--- config.mk ---
export PLATFORM = sky130hd
export DESIGN_NAME = serial_add_ctrl_flat
export DESIGN_NICKNAME = d
export VERILOG_FILES = /design/src/rtl/serial_add_ctrl_if.sv /design/src/rtl/serial_add_ctrl.sv /design/src/flat_wrapper.sv
export SDC_FILE = /design/constraint.sdc
export NUM_CORES = 1
export LEC_CHECK = 0
export BUFFER_PORTS_ARGS = -buffer_cell sky130_fd_sc_hd__buf_2
export CAP_MARGIN = 10
export CORE_MARGIN = 2
export CORE_UTILIZATION = 55
export CTS_CLUSTER_DIAMETER = 40
export CTS_CLUSTER_SIZE = 12
export DETAILED_ROUTE_END_ITERATION = 16
export HOLD_SLACK_MARGIN = 0.03
export PLACE_DENSITY = 0.81
export SETUP_SLACK_MARGIN = 0.05
export SLEW_MARGIN = 5
export SYNTH_ARGS = -nofsm -noshare
export SYNTH_HDL_FRONTEND = slang
export SYNTH_SLANG_ARGS = --single-unit
--- constraint.sdc ---
create_clock -name clk -period 2.8 [get_ports clk]
set_input_delay 0.56 -clock clk [delete_from_list [all_inputs] [get_ports clk]]
set_output_delay 0.56 -clock clk [all_outputs]
set_load 0.05 [all_outputs]
--- src/rtl/serial_add_ctrl_if.sv ---
// Handshake/operand bundle for the bit-serial adder controller.
// Optional SERIAL_SUB_EN adds the sub request bit.
interface serial_add_ctrl_if #(parameter int WIDTH = 8);
    logic             start;
`ifdef SERIAL_SUB_EN
    logic             sub;
`endif
    logic [WIDTH-1:0] a;
    logic [WIDTH-1:0] b;
    logic             busy;
    logic             done;
    logic [WIDTH-1:0] sum;
    logic             carry;

    modport master (
        output start,
`ifdef SERIAL_SUB_EN
        output sub,
`endif
        output a, b,
        input  busy, done, sum, carry
    );

    modport slave (
        input  start,
`ifdef SERIAL_SUB_EN
        input  sub,
`endif
        input  a, b,
        output busy, done, sum, carry
    );
endinterface

--- src/rtl/serial_add_ctrl.sv ---
// Bit-serial adder controller: two chained half adders, one bit per clock, LSB first.
// Define SERIAL_SUB_EN to add a subtract mode (b inverted, carry-in forced to 1).
module serial_add_ctrl #(
    parameter int WIDTH = 8
) (
    input  logic             clk,
    input  logic             rst,
    serial_add_ctrl_if.slave bus
);
    localparam int CW = $clog2(WIDTH);

    typedef enum logic [1:0] {IDLE, RUN, DONE} state_t;

    state_t           r_state;
    logic [WIDTH-1:0] r_a;
    logic [WIDTH-1:0] r_b;
    logic [WIDTH-1:0] r_res;
    logic             r_cy;
    logic [CW-1:0]    r_cnt;
    logic             r_busy;
    logic             r_done;
    logic [WIDTH-1:0] r_sum;
    logic             r_carry;

    logic             w_s1;
    logic             w_c1;
    logic             w_s;
    logic             w_c2;
    logic             w_cout;
    logic [WIDTH-1:0] w_res_next;
    logic             w_last;
    logic             w_sub;
    logic [WIDTH-1:0] w_b_load;

    // Datapath cell: half adder on the operand bits, second half adder folds in the carry.
    assign w_s1       = r_a[0] ^ r_b[0];
    assign w_c1       = r_a[0] & r_b[0];
    assign w_s        = w_s1 ^ r_cy;
    assign w_c2       = w_s1 & r_cy;
    assign w_cout     = w_c1 | w_c2;
    assign w_res_next = {w_s, r_res[WIDTH-1:1]};
    assign w_last     = (r_cnt == CW'(WIDTH - 1));

`ifdef SERIAL_SUB_EN
    assign w_sub = bus.sub;
`else
    assign w_sub = 1'b0;
`endif
    assign w_b_load = w_sub ? ~bus.b : bus.b;

    always_ff @(posedge clk or posedge rst) begin
        if (rst) begin
            r_state <= IDLE;
            r_a     <= '0;
            r_b     <= '0;
            r_res   <= '0;
            r_cy    <= 1'b0;
            r_cnt   <= '0;
            r_busy  <= 1'b0;
            r_done  <= 1'b0;
            r_sum   <= '0;
            r_carry <= 1'b0;
        end else begin
            case (r_state)
                IDLE: begin
                    if (bus.start) begin
                        r_a     <= bus.a;
                        r_b     <= w_b_load;
                        r_cy    <= w_sub;
                        r_cnt   <= '0;
                        r_busy  <= 1'b1;
                        r_state <= RUN;
                    end
                end
                RUN: begin
                    r_a   <= r_a >> 1;
                    r_b   <= r_b >> 1;
                    r_res <= w_res_next;
                    r_cy  <= w_cout;
                    r_cnt <= r_cnt + CW'(1);
                    // Last bit: publish the result on the same edge it is formed.
                    if (w_last) begin
                        r_sum   <= w_res_next;
                        r_carry <= w_cout;
                        r_busy  <= 1'b0;
                        r_done  <= 1'b1;
                        r_state <= DONE;
                    end
                end
                DONE: begin
                    r_done  <= 1'b0;
                    r_state <= IDLE;
                end
                default: begin
                    r_busy  <= 1'b0;
                    r_done  <= 1'b0;
                    r_state <= IDLE;
                end
            endcase
        end
    end

    assign bus.busy  = r_busy;
    assign bus.done  = r_done;
    assign bus.sum   = r_sum;
    assign bus.carry = r_carry;
endmodule
--- src/flat_wrapper.sv ---
// flat-port wrapper written by rule: the top's interface ports become plain ports
module serial_add_ctrl_flat 
#(
    parameter int WIDTH = 8
)
  (clk, rst, bus_start, bus_a, bus_b, bus_busy, bus_done, bus_sum, bus_carry);
  serial_add_ctrl_if #(.WIDTH(WIDTH)) bus_i ();
  input  logic clk;
  input  logic rst;
  input wire logic [$bits(bus_i.start)-1:0] bus_start;
  input wire logic [$bits(bus_i.a)-1:0] bus_a;
  input wire logic [$bits(bus_i.b)-1:0] bus_b;
  output wire logic [$bits(bus_i.busy)-1:0] bus_busy;
  output wire logic [$bits(bus_i.done)-1:0] bus_done;
  output wire logic [$bits(bus_i.sum)-1:0] bus_sum;
  output wire logic [$bits(bus_i.carry)-1:0] bus_carry;
  assign bus_i.start = bus_start;
  assign bus_i.a = bus_a;
  assign bus_i.b = bus_b;
  assign bus_busy = bus_i.busy;
  assign bus_done = bus_i.done;
  assign bus_sum = bus_i.sum;
  assign bus_carry = bus_i.carry;
  serial_add_ctrl #(.WIDTH(WIDTH)) u_core (.clk(clk), .rst(rst), .bus(bus_i));
endmodule
==> impl_results.md <==
* Worst-path maximum fanout at 16
* IO buf count at 29
* Synth unique cells at 28
* Number of buffers created by CTS at 5
* Net count of the mapped netlist at 174
* Share of async-settable or async-resettable flops after synthesis at 100.0%
* Max transition margin at 63.72%
* Layout Utilization at between 60% and 70%
* Vias/cell at 5.555
* Standard-cell row count at 20
* RSZ-0062 raised after global routing: no
* Post-Syn Area at 0.001744 mm^2
* Layout cell share with drive strength beyond 1 at 28.42%
* Worst-margin pin slew at 544.2 ps
* Predominant post-synthesis flop cell: dfrtp_1
* Final wirelength at 3314 um
* Via count of the first global-routing pass at 1,178
* Starting density of the core at 57.60%
* Number of inserted diodes at 0
* Average wire per cell in the routed design at 14.60 um
* Mapped Cells at about 150
* Maximum capacitance violations at 0
* Register-to-register path setup slack at 1200 ps
* Outcome: complete, no violations
* H-tree levels at 2
* Clock latency at the later pin of the worst-skew pair at between 300 and 400 ps
* Power per Cell Area at 1250 mW/mm^2
* Count of hold buffers inserted by post-cts repair at 0
* Classification of the worst setup path: flip-flop to flip-flop
* Initial antenna violation count at 0
* Type of the most critical hold path: input pin to async pin
* Clock tree from TritonCTS: built
* Area of the placeable core at 0.003028 mm^2
* Final worst path period need at 1600 ps
* Final count of pins violating max slew at 0
* Number of failing setup endpoints in the final timing report at 0
* Largest voltage drop on the vdd net at 0.6876 mV
* CP required at 3050 ps
* Worst clock skew at 5.637 ps
* Total Negative Setup Slacks at 0 ps
* First-pass GRT wire length at 5699 um
* Post-layout net count at a little over 200
* Sequential cell area fraction in the yosys report at 57.39%
* Detailed Routing Iterations Pass 1 at 4
* Final clock period utilization by the worst path at between 50% and 60%
* Pin count of the biggest net entering global routing at roughly 40
* Buffers from clock root to sink, at most at 2
* Number of cells upsized or downsized after cts at 0
* Number of DRC markers after the initial detailed-route iteration at 64
* Detail Route Antenna Nets at 0
* IO Count at 30
* Area growth from synthesis to final layout at 14.13%
* Max frequency at 625.2 MHz
* Capturing element type of the critical path: flip-flop
* Overall die height at just over 60 um
* Total congestion overflow at 0
* #FFs+latches synth at 40
* Final Hold Vio Count at 0
* Most common library cell in the layout ignoring fill and taps: dfrtp_1
* Die Footprint at 0.003638 mm^2
* Syn_area_per_cell at 11.47 um^2
* Startpoint Class: flip-flop
* Count of flip-flops with a built-in enable after synthesis at 0
* Last weighted congestion value of the routability-driven placer at ~0.82
* Clock Tree Root: clkbuf_4
* Dpl hpwl at 2306 um
* Post-CTS Setup Bufs at 0
* Via count at between 1k and 1.5k
* Clock-pin slew of the registers on the worst-case setup and hold paths at 120 ps
* Synth Warn # at 0
* Leading cell types in the layout, fill and taps excluded: 40 x dfrtp_1, 29 x buf_2, 25 x nand2_1, 12 x o22ai_1
* Horiz. Die Dim at 60.32 um
* DRC violation count after routing at 0
* Leakage Power at 0.9970 nW
* Clock Sinks at 40
* Total global routing track utilization at 21.69%
* Worst EP arrival at approximately 1900 ps
* Layout filler cell count at 240
-- synthesized netlist by cell type, types with 3 or more instances --
cell type  instances  area share, %
o22a_1             3            1.5
nor2_1             5            1.1
buf_2              6            1.7
mux2_4             9            7.7
nand2_1           25            5.4
nor3b_1            3            1.3
a21oi_1            9            2.6
a22o_1             3            1.5
o22ai_1           12            4.3
inv_1              8            1.7
nand2b_1           4            1.4
o21ai_0            4            1.1
dfrtp_1           40             57
-- metal layers --
metal	global-route usage (%)	part of all wire [%]	vias to the layer above	wire length, um
met4	9.524	2.0	0	65
li1	-	-	597	-
met5	0	0	-	0
met3	4.762	5.6	7	186
met2	31.68	47	37	1569
met1	31.25	45	620	1493
-- metrics by stage --
step | hold WS (ps) | power (mW) | setup WS, ps | cell area (um^2) | instances
5_1_grt | 343.6 | 2.665 | 1059 | 1991 | 227
6_report | 292.7 | 2.489 | 1200 | 1991 | 227
3_3_place_gp | 462.8 | 2.075 | 1258 | 1914 | 219
4_1_cts | 308.9 | 2.507 | 1202 | 1991 | 227
2_1_floorplan | 445.9 | 1.893 | 1322 | 1744 | 152
3_5_place_dp | 476.4 | 2.124 | 1172 | 1914 | 219
-- logic make-up (layout without fill, tap and decap cells) --
family,after synthesis,count (layout),synth area share (%)
compound gates,40,40,15.93
fa+ha+maj,3,3,2.582
buf+inv,16,47,4.089
flops,40,40,57.39
mux,9,9,7.748
simple gates,44,44,12.27
-- final cells by class --
type	count	area [um^2]	area share, %
Clock buffer	6	41.29	2.074
Clock inverter	2	35.03	1.760
Inverter	9	33.78	1.697
Multi-Input combinational cell	96	671.9	33.75
Sequential cell	40	1001	50.28
Tap cell	44	55.05	2.766
Timing Repair Buffer	30	152.6	7.668
-- registers in the layout, summed over array words and instances (netlist names) --
signal            flops
u_core.bus.busy       1
u_core.bus.carry      1
u_core.bus.done       1
u_core.bus.sum        8
u_core.r_a            8
u_core.r_b            8
u_core.r_cnt          3
u_core.r_cy           1
u_core.r_res          7
u_core.r_state        2
-- worst max-delay path: stages, from the launching register on --
cell	delay, ps
dfrtp_1	660
nand2b_1	430
o221a_2	400
-- where the power goes --
group | total, mW | switching (mW) | internal, mW | leakage [nW]
Clock | 0.377 | 0.190 | 0.187 | 0.0422
Sequential | 1.05 | 0.201 | 0.845 | 0.477
Combinational | 1.07 | 0.637 | 0.429 | 0.478
Total | 2.49 | 1.03 | 1.46 | 0.997
-- worst paths after layout --
path	from	to	cells after the start
setup / recovery	u_core.r_state[0]	u_core.r_a[3]	2
hold / removal	rst	u_core.r_res[1]	3
setup reg to reg	u_core.r_state[0]	u_core.r_a[3]	2
hold reg to reg	u_core.r_res[1]	u_core.r_res[1]	2
max in group asynchronous	rst	u_core.r_cnt[2]	3
min in group clk	bus_a[7]	u_core.r_a[7]	3
No activity file was read; power rests on OpenSTA's default activity.
